## config.mk

```make
export PLATFORM = sky130hd
export DESIGN_NAME = deserializer
export DESIGN_NICKNAME = d
export VERILOG_FILES = /design/src/rtl/deserializer_pkg.sv /design/src/rtl/deserializer.sv
export SDC_FILE = /design/constraint.sdc
export NUM_CORES = 1
export LEC_CHECK = 0
export CORE_ASPECT_RATIO = 1.1
export CORE_MARGIN = 1.5
export CORE_UTILIZATION = 55
export CTS_CLUSTER_DIAMETER = 30
export DETAILED_ROUTE_END_ITERATION = 12
export PLACE_DENSITY = 0.78
export SLEW_MARGIN = 20
export SYNTH_ARGS = -nofsm -noshare
export SYNTH_HDL_FRONTEND = slang
export SYNTH_SLANG_ARGS = --single-unit
```

## constraint.sdc

```tcl
create_clock -name clk_i -period 1.95 [get_ports clk_i]
set_input_delay 0.2925 -clock clk_i [delete_from_list [all_inputs] [get_ports clk_i]]
set_output_delay 0.2925 -clock clk_i [all_outputs]
set_load 0.02 [all_outputs]
```

## src/rtl/deserializer_pkg.sv

```systemverilog
// -----------------------------------------------------------------------------
// deserializer_pkg
// Declarations shared by the deserializer and anything that inspects it:
//   state_t   - FSM encoding (IDLE: waiting for a first bit, COLLECT: mid-word)
//   MIN_BURST - shortest burst accepted when the short-burst error feature
//               (DESERIALIZER_SHORT_ERR_EN) is compiled in
// -----------------------------------------------------------------------------
package deserializer_pkg;

   typedef enum logic {
      IDLE    = 1'b0,
      COLLECT = 1'b1
   } state_t;

   localparam int MIN_BURST = 3;

endpackage : deserializer_pkg

```

## src/rtl/deserializer.sv

```systemverilog
// -----------------------------------------------------------------------------
// deserializer
// Rebuilds parallel words from an MSB-first serial stream. A word closes when
// DATA_W bits have been collected (emitted one cycle after the last bit) or
// when the valid strobe drops mid-word (partial word emitted two cycles after
// the last bit). Output words are left-aligned with unreceived LSBs zero.
//
// Optional feature (macro DESERIALIZER_SHORT_ERR_EN): bursts shorter than
// MIN_BURST bits are dropped and flagged on short_err_o instead of emitted.
//
// Ports:
//   clk_i            in   clock, rising edge
//   srst_i           in   synchronous active-high reset
//   ser_data_i       in   serial bit, MSB first
//   ser_data_val_i   in   ser_data_i valid this cycle
//   deser_data_o     out  [DATA_W] reconstructed word, left-aligned
//   deser_data_mod_o out  [MOD_W]  bits received, 0 means DATA_W
//   deser_data_val_o out  one-cycle pulse, data/mod valid
//   busy_o           out  high while a word is partially collected
//   short_err_o      out  short-burst pulse (only with the feature macro)
// -----------------------------------------------------------------------------
module deserializer
   import deserializer_pkg::*;
#(
   parameter int DATA_W = 16,
   parameter int MOD_W  = $clog2(DATA_W)
) (
   input  logic              clk_i,
   input  logic              srst_i,
   input  logic              ser_data_i,
   input  logic              ser_data_val_i,
   output logic [DATA_W-1:0] deser_data_o,
   output logic [MOD_W-1:0]  deser_data_mod_o,
   output logic              deser_data_val_o,
   output logic              busy_o
`ifdef DESERIALIZER_SHORT_ERR_EN
   ,
   output logic              short_err_o
`endif
);

   // One extra bit so the count can represent DATA_W itself.
   localparam int CNT_W = MOD_W + 1;
   localparam logic [MOD_W-1:0] TOP_IDX = MOD_W'(DATA_W - 1);

   state_t              r_state,  w_state_next;
   logic [CNT_W-1:0]    r_count,  w_count_next;
   logic [DATA_W-1:0]   r_shift,  w_shift_next;
   logic [DATA_W-1:0]   r_data,   w_data_next;
   logic [MOD_W-1:0]    r_mod,    w_mod_next;
   logic                r_val,    w_val_next;
   logic [MOD_W-1:0]    w_idx;
   logic [DATA_W-1:0]   w_word;

`ifdef DESERIALIZER_SHORT_ERR_EN
   logic                r_short_err, w_short_err_next;
`endif

   // Bit position for the incoming bit: MSB first, so index falls as count rises.
   assign w_idx = TOP_IDX - r_count[MOD_W-1:0];

   // Shift register with the current bit merged in; this is the completed word
   // on the cycle the final bit arrives.
   always_comb begin
      w_word        = r_shift;
      w_word[w_idx] = ser_data_i;
   end

   always_ff @(posedge clk_i) begin
      if (srst_i) begin
         r_state     <= IDLE;
         r_count     <= '0;
         r_shift     <= '0;
         r_data      <= '0;
         r_mod       <= '0;
         r_val       <= 1'b0;
`ifdef DESERIALIZER_SHORT_ERR_EN
         r_short_err <= 1'b0;
`endif
      end else begin
         r_state     <= w_state_next;
         r_count     <= w_count_next;
         r_shift     <= w_shift_next;
         r_data      <= w_data_next;
         r_mod       <= w_mod_next;
         r_val       <= w_val_next;
`ifdef DESERIALIZER_SHORT_ERR_EN
         r_short_err <= w_short_err_next;
`endif
      end
   end

   always_comb begin
      w_state_next     = r_state;
      w_count_next     = r_count;
      w_shift_next     = r_shift;
      w_data_next      = r_data;
      w_mod_next       = r_mod;
      w_val_next       = 1'b0;
`ifdef DESERIALIZER_SHORT_ERR_EN
      w_short_err_next = 1'b0;
`endif
      case (r_state)
         IDLE: begin
            if (ser_data_val_i) begin
               w_shift_next             = '0;
               w_shift_next[DATA_W-1]   = ser_data_i;
               w_count_next             = CNT_W'(1);
               w_state_next             = COLLECT;
            end
         end
         COLLECT: begin
            if (ser_data_val_i) begin
               if (r_count == CNT_W'(DATA_W - 1)) begin
                  // Last bit: publish now so a new word may start next cycle.
                  w_data_next  = w_word;
                  w_mod_next   = '0;
                  w_val_next   = 1'b1;
                  w_shift_next = '0;
                  w_count_next = '0;
                  w_state_next = IDLE;
               end else begin
                  w_shift_next = w_word;
                  w_count_next = r_count + CNT_W'(1);
               end
            end else begin
               // Valid dropped mid-word: close out the partial word.
`ifdef DESERIALIZER_SHORT_ERR_EN
               if (r_count < CNT_W'(MIN_BURST)) begin
                  w_short_err_next = 1'b1;
               end else begin
                  w_data_next = r_shift;
                  w_mod_next  = r_count[MOD_W-1:0];
                  w_val_next  = 1'b1;
               end
`else
               w_data_next  = r_shift;
               w_mod_next   = r_count[MOD_W-1:0];
               w_val_next   = 1'b1;
`endif
               w_shift_next = '0;
               w_count_next = '0;
               w_state_next = IDLE;
            end
         end
         default: begin
            w_state_next = IDLE;
            w_count_next = '0;
            w_shift_next = '0;
         end
      endcase
   end

   assign deser_data_o     = r_data;
   assign deser_data_mod_o = r_mod;
   assign deser_data_val_o = r_val;
   assign busy_o           = (r_state == COLLECT);
`ifdef DESERIALIZER_SHORT_ERR_EN
   assign short_err_o      = r_short_err;
`endif

endmodule : deserializer

```

; After elaboration in Yosys (flattened, before gate mapping)
; Cells that the tools add are included.
; Widths: inputs -> output; s select.
[word_totals]
reg_bits = 43
in_bits = 4
out_inout_bits = 22
elab_cells = 38
[op_classes]
add_sub_neg = 2
n_lt_le_gt_ge = 2
n_eq_ne = 3
mux = 21
bitwise = 1
n_reduce_logical = 3
[ops]
columns = op, count
row1 = $mux 16, 5
row2 = $pmux 16 s2, 1
row3 = $bwmux 16, 1
row4 = $mux 5, 3
row5 = $pmux 5 s2, 1
row6 = $mux 4, 2
row7 = $mux 1, 6
row8 = $add 5x1->5 const B, 1
row9 = $eq 5x4->1 const B, 1
row10 = $lt 4x5->1 const B, 1
row11 = $demux 1 s4, 1
row12 = $ge 4x1->1 const B, 1
row13 = $sub 4x4->4 const A, 1
row14 = $ne 2x1->1 const B, 1
row15 = $ne 2x2->1 const B, 1
row16 = $pmux 1 s2, 1
row17 = $reduce_and 2->1, 1
row18 = $reduce_or 2->1, 1
row19 = $logic_and 1x1->1, 1
row20 = $not 1->1, 1

; Depth between registers and ports, before layout
; Gate-level depths: netlist of run 1.
[logic_depth]
word_depth = 9
mapped_depth = 7

; Least setup slack after synthesis of run 1
; OpenSTA, ideal clock, no wires.
[synth_timing]
path_type = register to register
from = register r_count[0]
to = register r_count[3]
arrival_ns = 1.600
t_required_ns = 1.880
path_slack_ns = 0.280
path_stages_with_launch = 8
synth_period_minus_slack_ns = 1.670
path_cell_list = dfxtp_1 > ha_1 > buf_4 > and4b_1 > buf_6 > buf_6 > o41ai_1 > o2bb2ai_1
[synth_between]
elab_chain_cells = 4
word_cells_on_any_way = 5
[synth_rtl]
columns = item, line
row1 = from (decl), deserializer.sv:47  ; logic [CNT_W-1:0] r_count, w_count_next;
row2 = from (signal assigned), deserializer.sv:82  ; r_count <= w_count_next;
row3 = $add 5x1->5 or $eq 5x4->1 (tied branches), "deserializer.sv:124, deserializer.sv:114"
row4 = $mux 5 (*), deserializer.sv:114  ; if (r_count == CNT_W'(DATA_W - 1)) begin
row5 = $mux 5 (*), deserializer.sv:113  ; if (ser_data_val_i) begin
row6 = $pmux 5 s2 (*), deserializer.sv:103  ; case (r_state)
; Mark *: on every way between the ends. The rest lies on a longest branch, timed or not.
; A chain may end at the register's enable or synchronous reset.

; Final worst setup path of run 1
[layout_timing]
from = register r_state, in the netlist busy_o
to = output busy_o
[layout_rtl]
columns = item, line
row1 = from (decl), deserializer.sv:46  ; state_t r_state, w_state_next;
row2 = from (signal assigned), deserializer.sv:81  ; r_state <= w_state_next;
row3 = to (decl), deserializer.sv:35  ; output logic busy_o
; No word-level cell between the ends.

==> impl_metrics.ini, run 1 <==
[status]
status = finished clean

[synth]
yosysTopAreaCellShare = 0.376
ys_ff_latch = 43
syn_nets = 253
avgSynthCellArea_um2 = 9.34
synth-seq-area-share = 0.376
synthCells = 245
synth_xor_area_frac = 0
synth_top_family_by_area = simple AND/OR/NAND/NOR gates
yosys.area.top_type = dfxtp_1
synth_compound_area_frac = 0.210
synth_edf_count = 0
synth_warnings = 0
synth_flop_cell = dfxtp_1
synthDistinctLibCells = 41
synthAdderAreaFrac = 0.0219
ys_top_cells_by_area = dfxtp_1, mux2i_1, nor3b_1, a2111oi_2, o21ai_0
synth-simple-area-share = 0.254
syn-cell-area_um2 = 2290
async_flop_share = 0
muxShareOfSynthArea = 0.0744

[pwr]
peakVddDrop_mv = 0.525
power_frac_seq = 0.519
pwr-share-clk = 0.356
p_int_mw = 1.32
leakagePower_nw = 0.959
power.density_nw_per_um2 = 654
combPwrFrac = 0.124
switchingPower_mw = 0.446
switching_share = 0.253

[clock_network]
cts_tree = built
root_buffer = clkbuf_8
postCtsSetupRepairBufs = 0
cts-resized-gates = 0
clock-sinks = 43
cts_buffers = 5
clock_latency_ps = 300
h-tree-depth = 2
clkTransAtPathRegs_ps = 80
cts.path.max_buffers = 2
cts-hold-fix-buffers = 0

[worst_setup_path]
cp_num_buf_inv = 1
crit_slowest_cell = clkdlybuf4s50_1
cp_slowest_stage_delay_ps = 680
path_max_fanout = 11
path_depth = 1
crit_chain = clkdlybuf4s50_1
path_class = reg -> out
end_kind = output pin
startpoint_type = flip-flop
cp_data_required_time_ps = 1660
rr_worst_depth = 4
cp.arrival_ps = 1530
cp_top_family = buffers and inverters

[min_path]
hold_class = reg -> reg
min_path_cells = 2

[timing]
period_minus_slack_ps = 1820
hold_viol_final = 0
timing.final.max_slew_violations = 0
setup_viol = 0
tightest_slew_ps = 481
fin_skew_ps = 4.63
fmax_mhz = 548
period_share = 0.935
relSlewSlack = 0.676
rsz0062_at_grt = false
layout_setup_ws_ps = 126

[detailed_routing]
drc = 0
routed_wl_mm = 5.45
wire_per_inst_um = 17.2
viasPerCell = 6.27
first_pass_iters = 4
vias = 1987
postRouteAntennaNets = 0
first_iter_violations = 116

[global_routing]
grt_pass1_vias = 1841
grt_pass1_wl_mm = 9.00
grt_max_degree = 52
gr-total-overflow = 0
grt_antenna_before_repair = 0
grt_util_all_layers = 0.252

[floorplanning]
die_w_um = 64.5
die_h_um = 70.7
start_util = 0.577
dieArea_um2 = 4560
rows = 24
coreArea_um2 = 3960
io_pins = 26

[place]
port_buffers = 25
gp_congestion = 0.875
dpl.hpwl_mm = 3.76
preCtsSetupSlack_ps = -16.6
dpl_cell_area_um2 = 2600

[layout]
layout_common_cells = dfxtp_1, clkdlybuf4s50_1, o21ai_0, nor2_1, nor3b_1
final_layout_size_suffix_gt1_frac = 0.128
finalInstanceArea_um2 = 2700
layout_commonest_cell = dfxtp_1
area_growth_pct = 17.8
diodes = 0
layout.nets = 272

[run]
max_cap_violations = 0
through the flow:
step	hold slack [ps]	util	power [mW]	instances	TNS, ps
finish	492	0.680	1.76	317	0
floorplan	454	-	1.08	245	0
CTS	496	0.680	1.77	317	0
global route	514	0.680	1.83	317	0
global placement	461	0.655	1.15	309	0
detailed placement	478	0.655	1.15	309	-17.8
registers in the layout, summed over array words and instances, names as in the netlist:
register	flops
deser_data_o	16
r_shift	16
r_count	5
deser_data_mod_o	4
busy_o	1
deser_data_val_o	1
cells by family (layout without fill, tap and decap cells):
kind of cell,after synthesis,in the layout
simple gates,88,88
compound gates,64,64
flops,43,43
buf+inv,29,49
mux,17,17
fa+ha+maj,4,4
layout make-up:
| class | instances | area [µm²] |
|---|---|---|
| clock buffers | 8 | 100 |
| flip-flops and latches | 43 | 861 |
| fillers | 342 | 1270 |
| multi-input cells | 173 | 1290 |
| inverters | 3 | 11.3 |
| repair buffers | 38 | 373 |
| well taps | 52 | 65.1 |
cells in the mapped netlist (2+ instances only):
library cell and number:
clkbuf_1 11, nand4b_1 8, o31ai_1 4, nand3b_1 5
and4bb_2 4, nand4_1 4, nand3_1 5, mux2i_1 17
o22ai_1 14, or3_1 2, nand2_1 3, buf_6 2
buf_4 2, and4b_1 2, a2111oi_0 8, buf_2 11
ha_1 4, o21ai_0 19, nor2_1 19, nor2b_1 3
a21oi_1 3, nand2b_1 8, inv_1 3, dfxtp_1 43
a2111oi_2 8, nor3b_1 18
power groups by stage:
stage / clock [mW] / combinational, mW / sequential (mW)
global placement: 0 / 0.215 / 0.935
finish: 0.628 / 0.219 / 0.915
CTS: 0.632 / 0.219 / 0.915
detailed placement: 0 / 0.218 / 0.936
global route: 0.678 / 0.237 / 0.918
floorplan: 0 / 0.128 / 0.950
layer usage:
layer / routed length, µm / GRT usage / up-vias
met1: 2350 / 0.322 / 959
met4: 119 / 0.102 / 0
met2: 2770 / 0.420 / 47
met3: 217 / 0.0493 / 12
met5: 0 / 0 / -
li1: - / - / 969
final timing paths:
check	from	to	slack, ps
worst max-delay path	busy_o	busy_o	130
worst min-delay path	deser_data_mod_o[2]	deser_data_mod_o[2]	490
worst min register to register	deser_data_mod_o[2]	deser_data_mod_o[2]	490
worst max register to register	r_count[1]	r_shift[14]	180
tightest hold or removal path, stage by stage, from the launching register on:
cell	delay (ps)
dfxtp_1	320
nand2b_1	60
o21ai_0	70
Power figures use the tool's default switching activity.
==> run 2: changes to the inputs <==
--- a/config.mk
+++ b/config.mk
@@ -10,7 +10,7 @@
 export CORE_UTILIZATION = 55
 export CTS_CLUSTER_DIAMETER = 30
 export DETAILED_ROUTE_END_ITERATION = 12
-export PLACE_DENSITY = 0.78
+export PLACE_DENSITY_LB_ADDON = 0.08
 export SLEW_MARGIN = 20
 export SYNTH_ARGS = -nofsm -noshare
 export SYNTH_HDL_FRONTEND = slang
==> run 2 against run 1 <==
  * Register-to-register slack better by 50 ps
  * Critical path depth stayed put
  * Worst setup slack better by 40 ps
  * Flip-flop and latch count stayed put
  * Non-clock buffer count is 3 higher
  * Global-route usage is 0.75 points lower
  * Core utilization is 1.2 points higher
  * Combinational power is 4% higher
  * Critical path type unchanged
  * Critical endpoint unchanged
==> impl_metrics.ini, run 2 (synthesis gave the netlist of run 1 again) <==
[layout]
final_util = 0.693
layout_common_cells = dfxtp_1, clkdlybuf4s50_1, o21ai_0, nor2_1, nor3b_1
diodes = 0
layout_commonest_cell = dfxtp_1
nFillCells = 336
finalInstanceArea_um2 = 2750
final_layout_size_suffix_gt1_frac = 0.138
layout.nets = 275
final_cells = 320
area_growth_pct = 20.0

[worst_setup_path]
path_class = reg -> out
cp_top_family = buffers and inverters
startpoint_type = flip-flop
cp_data_required_time_ps = 1660
crit_chain = clkdlybuf4s50_1
crit_slowest_cell = clkdlybuf4s50_1
end_kind = output pin
r2r_slack_ps = 230
path_max_fanout = 10
cp_num_buf_inv = 1
cp.arrival_ps = 1490
cp_slowest_stage_delay_ps = 670

[timing]
hold_viol_final = 0
timing.final.max_slew_violations = 0
rsz0062_at_grt = false
tightest_slew_ps = 494
period_minus_slack_ps = 1780
holdWs_ps = 480
relSlewSlack = 0.671
period_share = 0.915
fmax_mhz = 560
fin_tns_setup_ps = 0
setup_viol = 0
fin_skew_ps = 4.34
layout_setup_ws_ps = 166

[detailed_routing]
postRouteAntennaNets = 0
first_iter_violations = 130
drc = 0
vias = 1976
routed_wl_mm = 5.40
wire_per_inst_um = 16.9
first_pass_iters = 4
viasPerCell = 6.18

[global_routing]
grt_pass1_wl_mm = 8.74
grt_max_degree = 52
grt_util_all_layers = 0.245
grt_antenna_before_repair = 0
gr-total-overflow = 0
grt_pass1_vias = 1739

[min_path]
hold_class = reg -> reg

[place]
dpl.hpwl_mm = 3.73
port_buffers = 25
preCtsSetupSlack_ps = 2.81
placed_cells_incl_taps = 312
dpl_cell_area_um2 = 2640
gp_congestion = 0.829

[clock_network]
cts_tree = built
root_buffer = clkbuf_8
clock_latency_ps = 290
clock-sinks = 43
cts_buffers = 5
h-tree-depth = 2
clkTransAtPathRegs_ps = 70
postCtsSetupRepairBufs = 0
cts-hold-fix-buffers = 0
cts.path.max_buffers = 2

[run]
max_cap_violations = 0

[pwr]
power.density_nw_per_um2 = 638
leakagePower_nw = 0.984
peakVddDrop_mv = 0.493
p_total_mw = 1.75

[status]
status = finished clean

[floorplanning]
start_util = 0.577
io_pins = 26
dieArea_um2 = 4560
die_h_um = 70.7
rows = 24
die_w_um = 64.5
coreArea_um2 = 3960
run 2: area by class of cell:
class,count,area (µm²),share of cell area
Multi-Input combinational cell,173,1290,0.469
Sequential cell,43,861,0.314
Timing Repair Buffer,41,420,0.153
Clock buffer,8,100,0.0365
Tap cell,52,65.1,0.0237
Inverter,3,11.3,0.00410
run 2: worst reg2reg max path, stage by stage (launching register included):
cell and delay [ps]:
dfxtp_1 440, inv_1 110, ha_1 310, and4bb_2 280, mux2i_1 130, a2111oi_2 360
run 2: routing by layer:
metal / share of wire / routed length [µm] / vias to the layer above / track usage
met4: 0.019 / 104 / 0 / 0.0827
met2: 0.50 / 2710 / 43 / 0.400
met1: 0.45 / 2410 / 940 / 0.325
met5: 0 / 0 / - / 0
met3: 0.034 / 185 / 10 / 0.0477
li1: - / - / 983 / -
run 2: final timing paths:
path,startpoint,end,depth (start not counted)
worst max-delay path,busy_o,busy_o,1
worst min-delay path,deser_data_mod_o[3],deser_data_mod_o[3],2
worst max register to register,r_count[0],deser_data_o[15],5
worst min register to register,deser_data_mod_o[3],deser_data_mod_o[3],2
run 2: report_power, final:
part	total, mW	internal, mW	switching, mW
registers	0.915	0.897	0.0182
logic	0.227	0.103	0.124
clock network	0.609	0.323	0.286
run 2: repair_timing:
item                                    4_1_cts  5_1_grt
endpoints found under the hold margin         0        0
endpoints found under the setup margin        0        1
gates resized for setup                       0        1
==> run 3: changes to the inputs <==
--- a/config.mk
+++ b/config.mk
@@ -9,7 +9,9 @@
 export CORE_MARGIN = 1.5
 export CORE_UTILIZATION = 55
 export CTS_CLUSTER_DIAMETER = 30
+export CTS_CLUSTER_SIZE = 16
 export DETAILED_ROUTE_END_ITERATION = 12
+export MAX_ROUTING_LAYER = met4
 export PLACE_DENSITY_LB_ADDON = 0.08
 export SLEW_MARGIN = 20
 export SYNTH_ARGS = -nofsm -noshare
==> run 3 against run 2 <==
  * Cell area up 0.64%
  * Critical path depth unchanged
  * Count of clock-buffer cells in the layout down 2
  * Sequential power about the same
  * Clock skew up 5.4 ps
  * Flip-flop and latch count unchanged
  * Clock power up 21%
  * Non-clock buffer count unchanged
  * Hold slack better by 3.0 ps
  * Total power up 7.4%
  * Combinational power about the same
  * Critical path type unchanged
  * Core utilization up 0.44 points
==> impl_metrics.ini, run 3 (synthesis gave the netlist of run 1 again) <==
[detailed_routing]
first_pass_iters = 4
first_iter_violations = 161
routed_wl_mm = 5.70
postRouteAntennaNets = 0
wire_per_inst_um = 17.8
drc = 0
vias = 2028
viasPerCell = 6.34

[pwr]
leakagePower_nw = 0.991
peakVddDrop_mv = 0.515
power.density_nw_per_um2 = 681
p_total_mw = 1.88

[timing]
relSlewSlack = 0.643
hold_viol_final = 0
timing.final.max_slew_violations = 0
fmax_mhz = 549
tightest_slew_ps = 535
setup_viol = 0
rsz0062_at_grt = false
period_share = 0.933
layout_setup_ws_ps = 130
period_minus_slack_ps = 1820
fin_skew_ps = 9.73

[layout]
layout_common_cells = dfxtp_1, clkdlybuf4s50_1, o21ai_0, nor2_1, nor3b_1
final_util = 0.697
nFillCells = 335
finalInstanceArea_um2 = 2760
final_cells = 320
area_growth_pct = 20.7
diodes = 0
final_layout_size_suffix_gt1_frac = 0.142
layout.nets = 275
layout_commonest_cell = dfxtp_1

[floorplanning]
rows = 24
io_pins = 26
dieArea_um2 = 4560
coreArea_um2 = 3960
die_w_um = 64.5
start_util = 0.577
die_h_um = 70.7

[clock_network]
postCtsSetupRepairBufs = 0
clock-sinks = 43
cts-hold-fix-buffers = 0
clkTransAtPathRegs_ps = 90
clock_latency_ps = 300
h-tree-depth = 2
cts_tree = built
root_buffer = clkbuf_8
cts_buffers = 5
cts.path.max_buffers = 2

[global_routing]
grt_max_degree = 52
grt_antenna_before_repair = 0
grt_pass1_wl_mm = 9.32
grt_pass1_vias = 1915
gr-total-overflow = 0
grt_util_all_layers = 0.267

[worst_setup_path]
path_class = reg -> out
cp.arrival_ps = 1530
crit_chain = clkdlybuf4s50_1
end_kind = output pin
cp_num_buf_inv = 1
cp_data_required_time_ps = 1660
cp_slowest_stage_delay_ps = 680
crit_slowest_cell = clkdlybuf4s50_1
startpoint_type = flip-flop
cp_top_family = buffers and inverters
path_max_fanout = 11

[status]
status = finished clean

[place]
gp_congestion = 0.859
port_buffers = 25
dpl.hpwl_mm = 3.88
preCtsSetupSlack_ps = -2.39
dpl_cell_area_um2 = 2640
placed_cells_incl_taps = 312

[min_path]
hold_class = reg -> reg

[run]
max_cap_violations = 0
## run 3: report_power, final
part           switching (mW)  internal, mW
Sequential             0.0190         0.897
Combinational           0.126         0.102
Clock                   0.322         0.415
Total                   0.467          1.41
## run 3: final timing paths
| path | from | endpoint | slack (ps) | cells after the start |
|---|---|---|---|---|
| hold reg to reg | deser_data_mod_o[2] | deser_data_mod_o[2] | 480 | 2 |
| hold / removal | deser_data_mod_o[2] | deser_data_mod_o[2] | 480 | 2 |
| setup reg to reg | r_count[3] | r_shift[11] | 180 | 3 |
| setup / recovery | busy_o | busy_o | 130 | 1 |
## run 3: layout make-up
type | count | area, µm² | share of cell area
multi-input cells | 173 | 1290 | 0.466
flip-flops and latches | 43 | 861 | 0.312
repair buffers | 41 | 420 | 0.152
clock buffers | 6 | 82.6 | 0.0299
well taps | 52 | 65.1 | 0.0236
clock inverters | 2 | 35.0 | 0.0127
inverters | 3 | 11.3 | 0.00408
## run 3: through the flow
stage | hold slack (ps) | setup TNS [ps]
floorplan | 454 | 0
global placement | 462 | 0
detailed placement | 473 | -2.39
CTS | 490 | 0
global route | 519 | 0
finish | 483 | 0
## run 3: repair_timing
action / in CTS / in global routing
endpoints found under the setup margin: 0 / 1
endpoints found under the hold margin: 0 / 0
resized for setup: 0 / 1
## run 3: layer usage
metal  part of all wire  vias up  GRT usage  wire length [µm]
met2               0.50       55      0.450              2830
li1                   -      971          -                 -
met1               0.44      988      0.321              2530
met5                  0        -          -                 0
met4              0.026        0      0.102               150
met3              0.033       14     0.0413               188
## run 3: worst min-delay path, delay by kind of cell (launching register included)
kind / cells / cell delay, ps
DFF: 1 / 320
and+or+nand+nor: 1 / 60
AOI/OAI and AO/OA: 1 / 60
